**src/rtl/pipe_ctrl_pkg.sv**
```systemverilog
// Shared CPU definitions for the pipeline controller: bus widths, control
// register indices, MEM-stage control opcodes, exception codes and the
// controller state encoding.
package pipe_ctrl_pkg;

  localparam int WORD_ADDR_W = 30;
  localparam int WORD_DATA_W = 32;
  localparam int REG_ADDR_W  = 5;
  localparam int CTRL_OP_W   = 2;
  localparam int ISA_EXP_W   = 3;

  typedef enum logic [CTRL_OP_W-1:0] {
    CTRL_OP_NOP  = 2'd0,
    CTRL_OP_WRCR = 2'd1,
    CTRL_OP_EXRT = 2'd2
  } ctrl_op_e;

  localparam logic [ISA_EXP_W-1:0] ISA_EXP_NONE    = 3'd0;
  localparam logic [ISA_EXP_W-1:0] ISA_EXP_EXT_INT = 3'd1;

  localparam logic [REG_ADDR_W-1:0] CREG_STATUS     = 5'd0;
  localparam logic [REG_ADDR_W-1:0] CREG_PRE_STATUS = 5'd1;
  localparam logic [REG_ADDR_W-1:0] CREG_CAUSE      = 5'd2;
  localparam logic [REG_ADDR_W-1:0] CREG_EXC_VEC    = 5'd3;
  localparam logic [REG_ADDR_W-1:0] CREG_EPC        = 5'd4;

  // Status register layout: bit1 = kernel mode, bit0 = interrupt enable.
  localparam logic [1:0] STATUS_RESET = 2'b10;
  localparam logic [1:0] STATUS_EXC   = 2'b10;

  typedef enum logic {
    ST_RUN   = 1'b0,
    ST_REDIR = 1'b1
  } state_e;

  // True for indices that map onto a real control register.
  function automatic logic creg_exists(input logic [REG_ADDR_W-1:0] idx);
    return idx <= CREG_EPC;
  endfunction

endpackage

```
**src/rtl/pipe_ctrl_if.sv**
```systemverilog
// Pipeline controller bus: hazard/busy inputs, MEM-stage event inputs,
// control register read port and the per-stage stall/flush outputs.
interface pipe_ctrl_if;
  import pipe_ctrl_pkg::*;

  logic                   IFBusy;
  logic                   MemBusy;
  logic                   LdHazard;
  logic                   MEMEn;
  logic                   MEMBrFlag;
  logic [WORD_ADDR_W-1:0] MEMPC;
  logic [CTRL_OP_W-1:0]   MEMCtrlOp;
  logic [ISA_EXP_W-1:0]   MEMExpCode;
  logic [REG_ADDR_W-1:0]  MEMDstAddr;
  logic [WORD_DATA_W-1:0] MEMWrData;
  logic                   IRQ;
  logic [REG_ADDR_W-1:0]  CRAddr;
  logic [WORD_DATA_W-1:0] CRRdData;
  logic                   IFStall;
  logic                   IDStall;
  logic                   EXStall;
  logic                   MEMStall;
  logic                   IFFlush;
  logic                   IDFlush;
  logic                   EXFlush;
  logic                   MEMFlush;
  logic [WORD_ADDR_W-1:0] NewPC;
  logic                   ExeMode;

  // Pipeline side: drives the status/event inputs, receives control.
  modport master (
    output IFBusy, MemBusy, LdHazard, MEMEn, MEMBrFlag, MEMPC, MEMCtrlOp,
           MEMExpCode, MEMDstAddr, MEMWrData, IRQ, CRAddr,
    input  CRRdData, IFStall, IDStall, EXStall, MEMStall,
           IFFlush, IDFlush, EXFlush, MEMFlush, NewPC, ExeMode
  );

  // Controller side.
  modport slave (
    input  IFBusy, MemBusy, LdHazard, MEMEn, MEMBrFlag, MEMPC, MEMCtrlOp,
           MEMExpCode, MEMDstAddr, MEMWrData, IRQ, CRAddr,
    output CRRdData, IFStall, IDStall, EXStall, MEMStall,
           IFFlush, IDFlush, EXFlush, MEMFlush, NewPC, ExeMode
  );

endinterface

```
**src/rtl/pipe_ctrl_sync2.sv**
```systemverilog
// Two-flop synchronizer bringing the asynchronous interrupt line into clk.
module pipe_ctrl_sync2 (
  input  logic clk,
  input  logic reset_,
  input  logic d,
  output logic q
);

  logic meta;

  // Shift the raw input through two flops; q is the metastability-safe copy.
  always_ff @(posedge clk or posedge reset_) begin
    if (reset_) begin
      meta <= 1'b0;
      q    <= 1'b0;
    end else begin
      meta <= d;
      q    <= meta;
    end
  end

endmodule

```
**src/rtl/pipe_ctrl.sv**
```systemverilog
// Pipeline controller: stall/flush generation, exception and return
// sequencing, and the kernel control register file (status, pre-status,
// cause, exception vector, EPC).
module pipe_ctrl
  import pipe_ctrl_pkg::*;
#(
  parameter logic [WORD_ADDR_W-1:0] EXC_VEC_INIT = 30'h0000_0100
) (
  input  logic          clk,
  input  logic          reset_,
  pipe_ctrl_if.slave    bus
);

  state_e                 state;
  logic [1:0]             cr_status;
  logic [1:0]             cr_pre_status;
  logic [ISA_EXP_W-1:0]   cr_cause;
  logic [WORD_ADDR_W-1:0] cr_exc_vec;
  logic [WORD_ADDR_W-1:0] cr_epc;

  logic                   irq_sync;
  logic                   stall;
  logic                   event_ok;
  logic                   irq_take;
  logic                   exc_take;
  logic                   exrt_take;
  logic                   wrcr_take;
  logic                   flush;
  logic [ISA_EXP_W-1:0]   exc_cause;
  logic [WORD_ADDR_W-1:0] epc_next;
  logic [WORD_DATA_W-1:0] rd_data;
  logic [WORD_ADDR_W-1:0] new_pc;

  pipe_ctrl_sync2 u_irq_sync (
    .clk    (clk),
    .reset_ (reset_),
    .d      (bus.IRQ),
    .q      (irq_sync)
  );

  // Qualify MEM-stage events; an interrupt is held off in REDIR so the
  // flushed slot behind a redirect cannot take it a second time.
  always_comb begin
    stall     = bus.IFBusy | bus.MemBusy;
    event_ok  = bus.MEMEn & ~stall;
    irq_take  = irq_sync & cr_status[0] & (state == ST_RUN);
    exc_take  = event_ok & ((bus.MEMExpCode != ISA_EXP_NONE) | irq_take);
    exc_cause = (bus.MEMExpCode != ISA_EXP_NONE) ? bus.MEMExpCode : ISA_EXP_EXT_INT;
    exrt_take = event_ok & ~exc_take & (bus.MEMCtrlOp == CTRL_OP_EXRT);
    wrcr_take = event_ok & ~exc_take & (bus.MEMCtrlOp == CTRL_OP_WRCR);
    flush     = ~reset_ & (exc_take | exrt_take);
    epc_next  = bus.MEMBrFlag ? (bus.MEMPC - WORD_ADDR_W'(1)) : bus.MEMPC;
  end

  // Redirect target: exception vector on an exception, EPC on a return.
  always_comb begin
    new_pc = '0;
    if (flush) begin
      new_pc = exc_take ? cr_exc_vec : cr_epc;
    end
  end

  // Control register read port, with a bypass for a write committing now.
  always_comb begin
    rd_data = '0;
    case (bus.CRAddr)
      CREG_STATUS:     rd_data = WORD_DATA_W'(cr_status);
      CREG_PRE_STATUS: rd_data = WORD_DATA_W'(cr_pre_status);
      CREG_CAUSE:      rd_data = WORD_DATA_W'(cr_cause);
      CREG_EXC_VEC:    rd_data = WORD_DATA_W'(cr_exc_vec);
      CREG_EPC:        rd_data = WORD_DATA_W'(cr_epc);
      default:         rd_data = '0;
    endcase
    if (wrcr_take && (bus.MEMDstAddr == bus.CRAddr) && creg_exists(bus.CRAddr)) begin
      rd_data = bus.MEMWrData;
    end
  end

  // Drive the bus outputs.
  always_comb begin
    bus.IFStall  = stall | bus.LdHazard;
    bus.IDStall  = stall;
    bus.EXStall  = stall;
    bus.MEMStall = stall;
    bus.IFFlush  = flush;
    bus.IDFlush  = flush | bus.LdHazard;
    bus.EXFlush  = flush;
    bus.MEMFlush = flush;
    bus.NewPC    = new_pc;
    bus.CRRdData = rd_data;
    bus.ExeMode  = cr_status[1];
  end

  // RUN/REDIR sequencer: a redirect occupies exactly one cycle in REDIR.
  always_ff @(posedge clk or posedge reset_) begin
    if (reset_) begin
      state <= ST_RUN;
    end else begin
      state <= (exc_take | exrt_take) ? ST_REDIR : ST_RUN;
    end
  end

  // Control register updates: exception entry, return, or explicit write.
  always_ff @(posedge clk or posedge reset_) begin
    if (reset_) begin
      cr_status     <= STATUS_RESET;
      cr_pre_status <= '0;
      cr_cause      <= '0;
      cr_exc_vec    <= EXC_VEC_INIT;
      cr_epc        <= '0;
    end else if (exc_take) begin
      cr_epc        <= epc_next;
      cr_cause      <= exc_cause;
      cr_pre_status <= cr_status;
      cr_status     <= STATUS_EXC;
    end else if (exrt_take) begin
      cr_status     <= cr_pre_status;
    end else if (wrcr_take) begin
      case (bus.MEMDstAddr)
        CREG_STATUS:     cr_status     <= bus.MEMWrData[1:0];
        CREG_PRE_STATUS: cr_pre_status <= bus.MEMWrData[1:0];
        CREG_CAUSE:      cr_cause      <= bus.MEMWrData[ISA_EXP_W-1:0];
        CREG_EXC_VEC:    cr_exc_vec    <= bus.MEMWrData[WORD_ADDR_W-1:0];
        CREG_EPC:        cr_epc        <= bus.MEMWrData[WORD_ADDR_W-1:0];
        default:         ;
      endcase
    end
  end

endmodule

```
**src/flat_wrapper.sv**
```systemverilog
// flat-port wrapper written by rule: the top's interface ports become plain ports
module pipe_ctrl_flat import pipe_ctrl_pkg::*;
#(
  parameter logic [WORD_ADDR_W-1:0] EXC_VEC_INIT = 30'h0000_0100
)
  (clk, reset_, bus_IFBusy, bus_MemBusy, bus_LdHazard, bus_MEMEn, bus_MEMBrFlag, bus_MEMPC, bus_MEMCtrlOp, bus_MEMExpCode, bus_MEMDstAddr, bus_MEMWrData, bus_IRQ, bus_CRAddr, bus_CRRdData, bus_IFStall, bus_IDStall, bus_EXStall, bus_MEMStall, bus_IFFlush, bus_IDFlush, bus_EXFlush, bus_MEMFlush, bus_NewPC, bus_ExeMode);
  pipe_ctrl_if bus_i ();
  input  logic clk;
  input  logic reset_;
  input wire logic [$bits(bus_i.IFBusy)-1:0] bus_IFBusy;
  input wire logic [$bits(bus_i.MemBusy)-1:0] bus_MemBusy;
  input wire logic [$bits(bus_i.LdHazard)-1:0] bus_LdHazard;
  input wire logic [$bits(bus_i.MEMEn)-1:0] bus_MEMEn;
  input wire logic [$bits(bus_i.MEMBrFlag)-1:0] bus_MEMBrFlag;
  input wire logic [$bits(bus_i.MEMPC)-1:0] bus_MEMPC;
  input wire logic [$bits(bus_i.MEMCtrlOp)-1:0] bus_MEMCtrlOp;
  input wire logic [$bits(bus_i.MEMExpCode)-1:0] bus_MEMExpCode;
  input wire logic [$bits(bus_i.MEMDstAddr)-1:0] bus_MEMDstAddr;
  input wire logic [$bits(bus_i.MEMWrData)-1:0] bus_MEMWrData;
  input wire logic [$bits(bus_i.IRQ)-1:0] bus_IRQ;
  input wire logic [$bits(bus_i.CRAddr)-1:0] bus_CRAddr;
  output wire logic [$bits(bus_i.CRRdData)-1:0] bus_CRRdData;
  output wire logic [$bits(bus_i.IFStall)-1:0] bus_IFStall;
  output wire logic [$bits(bus_i.IDStall)-1:0] bus_IDStall;
  output wire logic [$bits(bus_i.EXStall)-1:0] bus_EXStall;
  output wire logic [$bits(bus_i.MEMStall)-1:0] bus_MEMStall;
  output wire logic [$bits(bus_i.IFFlush)-1:0] bus_IFFlush;
  output wire logic [$bits(bus_i.IDFlush)-1:0] bus_IDFlush;
  output wire logic [$bits(bus_i.EXFlush)-1:0] bus_EXFlush;
  output wire logic [$bits(bus_i.MEMFlush)-1:0] bus_MEMFlush;
  output wire logic [$bits(bus_i.NewPC)-1:0] bus_NewPC;
  output wire logic [$bits(bus_i.ExeMode)-1:0] bus_ExeMode;
  assign bus_i.IFBusy = bus_IFBusy;
  assign bus_i.MemBusy = bus_MemBusy;
  assign bus_i.LdHazard = bus_LdHazard;
  assign bus_i.MEMEn = bus_MEMEn;
  assign bus_i.MEMBrFlag = bus_MEMBrFlag;
  assign bus_i.MEMPC = bus_MEMPC;
  assign bus_i.MEMCtrlOp = bus_MEMCtrlOp;
  assign bus_i.MEMExpCode = bus_MEMExpCode;
  assign bus_i.MEMDstAddr = bus_MEMDstAddr;
  assign bus_i.MEMWrData = bus_MEMWrData;
  assign bus_i.IRQ = bus_IRQ;
  assign bus_i.CRAddr = bus_CRAddr;
  assign bus_CRRdData = bus_i.CRRdData;
  assign bus_IFStall = bus_i.IFStall;
  assign bus_IDStall = bus_i.IDStall;
  assign bus_EXStall = bus_i.EXStall;
  assign bus_MEMStall = bus_i.MEMStall;
  assign bus_IFFlush = bus_i.IFFlush;
  assign bus_IDFlush = bus_i.IDFlush;
  assign bus_EXFlush = bus_i.EXFlush;
  assign bus_MEMFlush = bus_i.MEMFlush;
  assign bus_NewPC = bus_i.NewPC;
  assign bus_ExeMode = bus_i.ExeMode;
  pipe_ctrl #(.EXC_VEC_INIT(EXC_VEC_INIT)) u_core (.clk(clk), .reset_(reset_), .bus(bus_i));
endmodule
```
**config.mk**
```make
export PLATFORM = sky130hd
export DESIGN_NAME = pipe_ctrl_flat
export DESIGN_NICKNAME = d
export VERILOG_FILES = /design/src/rtl/pipe_ctrl_pkg.sv /design/src/rtl/pipe_ctrl_if.sv /design/src/rtl/pipe_ctrl_sync2.sv /design/src/rtl/pipe_ctrl.sv /design/src/flat_wrapper.sv
export SDC_FILE = /design/constraint.sdc
export NUM_CORES = 1
export LEC_CHECK = 0
export CAP_MARGIN = 30
export CORE_UTILIZATION = 30
export DETAILED_ROUTE_END_ITERATION = 7
export PLACE_DENSITY = 0.57
export SKIP_LAST_GASP = 1
export SLEW_MARGIN = 20
export SYNTH_ARGS = -nofsm -noshare
export SYNTH_HDL_FRONTEND = slang
export SYNTH_SLANG_ARGS = --single-unit
```
**constraint.sdc**
```tcl
create_clock -name clk -period 7.45 [get_ports clk]
set_clock_uncertainty 0.2 [all_clocks]
set_input_delay 2.235 -clock clk [delete_from_list [all_inputs] [get_ports clk]]
set_output_delay 2.235 -clock clk [all_outputs]
set_load 0.01 [all_outputs]
```
==> flow_metrics.py, run 1 <==
metrics = {
    "run_status": {
        "status": "finished, final reports clean",
    },
    "floorplan": {
        "die_w_um": 128,
        "fp.coreArea_um2": 15300,
        "io-pin-count": 156,
        "die-area_um2": 16300,
        "die_y_um": 128,
        "rows": 45,
        "start_util": 0.309,
    },
    "power_and_ir_drop": {
        "p_total_mw": 1.12,
        "ir_worst_vdd_mv": 0.111,
        "cellPowerDensity_nw_per_um2": 161,
        "p_leak_nw": 2.66,
    },
    "setup_path": {
        "r2r_setup_slack_ns": 4.99,
        "cp.required_ns": 5.02,
        "crit_buf_inv": 3,
        "slowest_stage": "or3b_2",
        "path_max_fanout": 28,
        "r2r-start": "u_core.cr_status[0]$_DFFE_PP0P_",
        "critPathLaunchType": "input port",
        "critical-path-top-delay-family": "buffers and inverters",
        "max_stage_delay_ns": 0.58,
        "crit_chain": "clkdlybuf4s50_1, or3b_2, nor4_2, buf_4, nand2_1, o21ai_0, clkdlybuf4s50_1",
        "r2r-end": "u_core.cr_epc[16]$_DFFE_PP0P_",
        "worstSetupEndpointType": "output pin",
        "crit_type": "in2out",
        "crit_arrival_ns": 4.80,
        "crit_top_cell": "clkdlybuf4s50_1",
        "reg2regPathDepth": 7,
    },
    "hold_path": {
        "hp-class": "reg2reg",
        "min-delay-start": "u_core.u_irq_sync.meta$_DFF_PP0_",
        "hold_depth": 0,
        "min_to": "u_core.u_irq_sync.q$_DFF_PP0_",
    },
    "layout": {
        "post_route_cells_drive_above_1_share": 0.133,
        "diodes": 0,
        "nFillCells": 1513,
        "layout.cells.non_filler": 939,
        "nNetsFinal": 809,
        "fin_util": 0.453,
        "syn2layout_area_growth_pct": 46.7,
    },
    "clock_tree": {
        "worstSkewPairLatency_ns": 0.33,
        "clock-sinks": 70,
        "postCtsHoldBufs": 0,
        "clk_pin_slew_worst_paths_ns": 0.05,
        "cts.repair.resized": 0,
        "cts_tree": "done",
        "root_buffer": "clkbuf_16",
        "ctsLongestPathBuffers": 2,
        "cts_max_level": 3,
        "numCtsBuffers": 9,
        "post-cts-setup-buffer-count": 0,
    },
    "routing": {
        "vias": 4908,
        "first_iter_violations": 337,
        "firstDrtPassIters": 4,
        "viasPerCell": 5.23,
        "wire_per_inst_um": 17.8,
        "antenna_left": 0,
        "drcViolationCount": 0,
        "wirelength_um": 16700,
    },
    "synthesis": {
        "synth_commonest_cells": "nand2_1, dfrtp_1, o21ai_0",
        "synth_compound_area_frac": 0.214,
        "syn_area_um2": 4730,
        "synth.distinct_cells": 57,
        "ys_seq_elements": 70,
        "postSynthNetCount": 662,
        "synth_edf_count": 0,
        "synth_fa_ha_area_frac": 0.00265,
        "synth_mux_area_frac": 0.0847,
        "synth_simple_gate_area_frac": 0.232,
        "synthCells": 576,
        "seq_area_frac_synth": 0.371,
        "synth_top_cell_area_share": 0.360,
        "synth_top_family_by_area": "simple AND/OR/NAND/NOR gates",
        "ys_top_cells_by_area": "dfrtp_1, nand2_1, mux2_2, a22oi_1, o21ai_0",
        "synth_xor_area_frac": 0.0500,
        "yosysTopAreaCell": "dfrtp_1",
        "ys_warn_count": 0,
        "avgSynthCellArea_um2": 8.21,
        "synthFlopType": "dfrtp_1",
        "synthArstFlopShare": 1.00,
        "synth_most_common_cell": "nand2_1",
    },
    "sta": {
        "report.final.hold_viol_count": 0,
        "slew_viol_final": 0,
        "slew_headroom": 0.493,
        "setup_viol": 0,
        "min_period_ns": 7.23,
        "fin_crit_sh": 0.971,
        "tightest_slew_ns": 0.760,
        "max_freq_mhz": 138,
        "hold_slack_ns": 0.149,
        "rsz0062_at_grt": "no",
        "tns_ns": 0,
    },
    "job": {
        "cap_violations": 0,
    },
    "grt": {
        "antenna_found_initial": 0,
        "grt_start_max_net_pins": 71,
        "grt_pass1_wl_um": 26200,
        "overflow": 0,
        "grt_use_total": 0.208,
        "grt_pass1_vias": 4887,
    },
    "place": {
        "place.gp.congestion": 0.812,
        "port_buffers": 155,
        "dp_cells": 921,
        "dp_hpwl_um": 11800,
    },
}
layout make-up:
class                           instances  area, µm²  share of cell area
Sequential cell                        70       1750               0.253
Clock buffer                           14        284              0.0410
Timing Repair Buffer                  180       1780               0.257
Inverter                                6       22.5             0.00325
Multi-Input combinational cell        456       2790               0.402
Clock inverter                          2       37.5             0.00541
Tap cell                              211        264              0.0381
how the worst max path moves through the flow:
stage,from,to,cells after the start
finish,bus_MEMEn,bus_CRRdData[20],7
CTS,bus_MEMEn,bus_CRRdData[20],7
floorplan,reset_,bus_IFFlush,5
detailed placement,bus_MEMEn,bus_CRRdData[20],7
global placement,bus_MEMEn,bus_CRRdData[20],7
global route,bus_MEMCtrlOp[0],bus_CRRdData[20],9
power breakdown:
part / switching (mW) / total (mW) / internal (mW)
Clock: 0.162 / 0.459 / 0.296
Combinational: 0.102 / 0.205 / 0.104
Sequential: 0.0343 / 0.455 / 0.420
Total: 0.298 / 1.12 / 0.820
cells by family (layout without fill, tap and decap cells):
kind of cell               count (synthesis)  in the layout
and+or+nand+nor                          224            224
AOI/OAI and AO/OA                        168            168
DFF                                       70             70
buffers and inverters                     50            202
muxes                                     36             36
xor gates and xnor gates                  27             27
adders and majority gates                  1              1
worst register-to-register path, stage by stage (launching register included):
cell and delay (ns):
dfrtp_1 0.42, nand3b_1 0.22, nand2_1 0.16, buf_4 0.18, o21ai_2 0.61, buf_4 0.38, nand2_1 0.10, o211ai_1 0.10
cells in the final DEF, fill, tap and decap left out, types with 7 or more instances in the layout:
| master | instances |
|---|---|
| clkdlybuf4s50_1 | 155 |
| o21ai_0 | 52 |
| clkbuf_16 | 9 |
| nand2_1 | 115 |
| dfrtp_1 | 68 |
| nand3_1 | 15 |
| xnor2_1 | 16 |
| xor2_1 | 11 |
| mux2_2 | 32 |
| a22oi_1 | 42 |
| or3_1 | 7 |
| nor3_1 | 11 |
| buf_4 | 21 |
| nor2_1 | 27 |
| a21oi_1 | 46 |
state kept, by name, summed over array words and instances, names as in the netlist:
register / cells
u_core.cr_cause: 3
u_core.cr_pre_status: 2
u_core.state: 1
u_core.cr_epc: 30
u_core.cr_status: 2
u_core.u_irq_sync.q: 1
u_core.cr_exc_vec: 30
u_core.u_irq_sync.meta: 1
metal layers:
metal	track usage	vias to the layer above	routed length (µm)
li1	-	2361	-
met1	0.270	2370	7720
met2	0.348	166	7900
met3	0.0498	11	980
met4	0.0497	0	154
met5	0	-	0
metrics by stage:
step / worst slack (ns) / instance area (µm²)
2_1_floorplan: 0.439 / 4730
3_3_place_gp: 0.203 / 6570
3_5_place_dp: 0.194 / 6580
4_1_cts: 0.170 / 6900
5_1_grt: 0.0552 / 6940
6_report: 0.216 / 6940
No activity file was read; power rests on OpenSTA's default activity.
==> run 2, diff against run 1 <==
--- a/config.mk
+++ b/config.mk
@@ -6,11 +6,12 @@
 export NUM_CORES = 1
 export LEC_CHECK = 0
 export CAP_MARGIN = 30
-export CORE_UTILIZATION = 30
+export CORE_UTILIZATION = 35
 export DETAILED_ROUTE_END_ITERATION = 7
-export PLACE_DENSITY = 0.57
+export PLACE_DENSITY = 0.65
 export SKIP_LAST_GASP = 1
 export SLEW_MARGIN = 20
 export SYNTH_ARGS = -nofsm -noshare
 export SYNTH_HDL_FRONTEND = slang
 export SYNTH_SLANG_ARGS = --single-unit
+export TNS_END_PERCENT = 50
==> flow_metrics.py, run 2 (synthesis gave the netlist of run 1 again) <==
metrics = {
    "setup_path": {
        "crit_arrival_ns": 4.76,
        "cp.required_ns": 5.02,
        "critPathLaunchType": "input port",
        "startpoint": "bus_MEMEn",
        "r2r_setup_slack_ns": 5.02,
        "reg2regPathDepth": 7,
        "r2r-end": "u_core.cr_epc[14]$_DFFE_PP0P_",
        "worstSetupEndpointType": "output pin",
        "crit_type": "in2out",
        "path_max_fanout": 28,
        "r2r-start": "u_core.cr_status[0]$_DFFE_PP0P_",
    },
    "grt": {
        "grt_use_total": 0.230,
        "antenna_found_initial": 0,
        "overflow": 0,
        "grt_pass1_vias": 4948,
        "grt_start_max_net_pins": 71,
        "grt_pass1_wl_um": 25600,
    },
    "clock_tree": {
        "clock-sinks": 70,
        "cts_max_level": 3,
        "worstSkewPairLatency_ns": 0.33,
        "cts_tree": "done",
        "numCtsBuffers": 9,
        "ctsLongestPathBuffers": 2,
        "root_buffer": "clkbuf_16",
        "cts.repair.resized": 0,
        "clk_pin_slew_worst_paths_ns": 0.06,
        "post-cts-setup-buffer-count": 0,
        "postCtsHoldBufs": 0,
    },
    "routing": {
        "highest_layer": "met4",
        "vias": 4930,
        "wire_per_inst_um": 17.7,
        "drcViolationCount": 0,
        "wl_met3_um": 1080,
        "wl_met2_um": 7640,
        "antenna_left": 0,
        "viasPerCell": 5.48,
        "m1WireLength_um": 6950,
        "wirelength_um": 15900,
        "firstDrtPassIters": 5,
        "first_iter_violations": 329,
    },
    "floorplan": {
        "die_y_um": 118,
        "rows": 42,
        "fp.coreArea_um2": 13200,
        "die_w_um": 118,
        "die-area_um2": 14000,
        "start_util": 0.358,
        "io-pin-count": 156,
    },
    "sta": {
        "slew_viol_final": 0,
        "hold_slack_ns": 0.161,
        "report.final.hold_viol_count": 0,
        "setup_viol": 0,
        "tns_ns": 0,
        "slew_headroom": 0.353,
        "rsz0062_at_grt": "no",
        "tightest_slew_ns": 0.970,
        "fin_crit_sh": 0.965,
        "max_freq_mhz": 139,
        "min_period_ns": 7.19,
    },
    "layout": {
        "nNetsFinal": 805,
        "multi_input_area_um2": 2790,
        "nFillCells": 1237,
        "layout.cells.non_filler": 900,
        "syn2layout_area_growth_pct": 44.7,
        "post_route_cells_drive_above_1_share": 0.130,
        "diodes": 0,
        "final_cell_mix": "clkdlybuf4s50_1, nand2_1, dfrtp_1, o21ai_0, a21oi_1",
        "regArea_um2": 1750,
        "mostFrequentLayoutCell": "clkdlybuf4s50_1",
        "top_regs": "u_core.cr_epc (30), u_core.cr_exc_vec (30), u_core.cr_cause (3)",
    },
    "power_and_ir_drop": {
        "p_leak_nw": 2.63,
        "cellPowerDensity_nw_per_um2": 160,
        "ir_worst_vdd_mv": 0.0906,
    },
    "place": {
        "place.gp.congestion": 0.862,
        "dp_cells": 883,
        "dp_hpwl_um": 11300,
        "port_buffers": 155,
    },
    "hold_path": {
        "hold_depth": 0,
        "hp-class": "reg2reg",
        "min-delay-start": "u_core.u_irq_sync.meta$_DFF_PP0_",
        "min_to": "u_core.u_irq_sync.q$_DFF_PP0_",
    },
    "run_status": {
        "status": "finished, final reports clean",
    },
    "job": {
        "cap_violations": 0,
    },
}
[run 2: critical path, cell delays in order]
cell             delay (ns)
clkdlybuf4s50_1        0.48
or3b_2                 0.58
nor4_2                 0.35
buf_4                  0.32
nand2_1                0.08
o21ai_0                0.10
clkdlybuf4s50_1        0.57
[run 2: stage by stage]
step | setup WS (ns) | util | instance area [µm²] | power [mW]
2_1_floorplan | 0.439 | - | 4730 | 0.547
3_3_place_gp | 0.282 | 0.493 | 6500 | 0.654
3_5_place_dp | 0.258 | 0.494 | 6520 | 0.659
4_1_cts | 0.246 | 0.517 | 6820 | 1.10
5_1_grt | 0.0970 | 0.519 | 6840 | 1.14
6_report | 0.257 | 0.519 | 6840 | 1.09
[run 2: cell type report]
class                           count  share of cell area
Multi-Input combinational cell    456               0.407
Inverter                            6             0.00329
Clock inverter                      6             0.00896
Clock buffer                       10              0.0349
Sequential cell                    70               0.256
Tap cell                          176              0.0322
Timing Repair Buffer              176               0.257
[run 2: metal layers]
metal	vias to the layer above	global-route usage
li1	2356	-
met1	2327	0.292
met2	219	0.389
met3	28	0.0478
met4	0	0.0713
met5	-	0
[run 2: how the worst max path moves through the flow]
| stage | to | cells past startpoint |
|---|---|---|
| after global placement | bus_CRRdData[15] | 7 |
| after floorplan | bus_IFFlush | 5 |
| after global routing | bus_CRRdData[14] | 7 |
| after detailed placement | bus_CRRdData[15] | 7 |
| after CTS | bus_CRRdData[15] | 7 |
| final | bus_CRRdData[15] | 7 |
[run 2: where the power goes]
group	total [mW]	internal, mW	leakage, nW	switching (mW)
logic	0.203	0.103	1.58	0.100
registers	0.455	0.420	0.904	0.0349
clock network	0.436	0.267	0.148	0.169
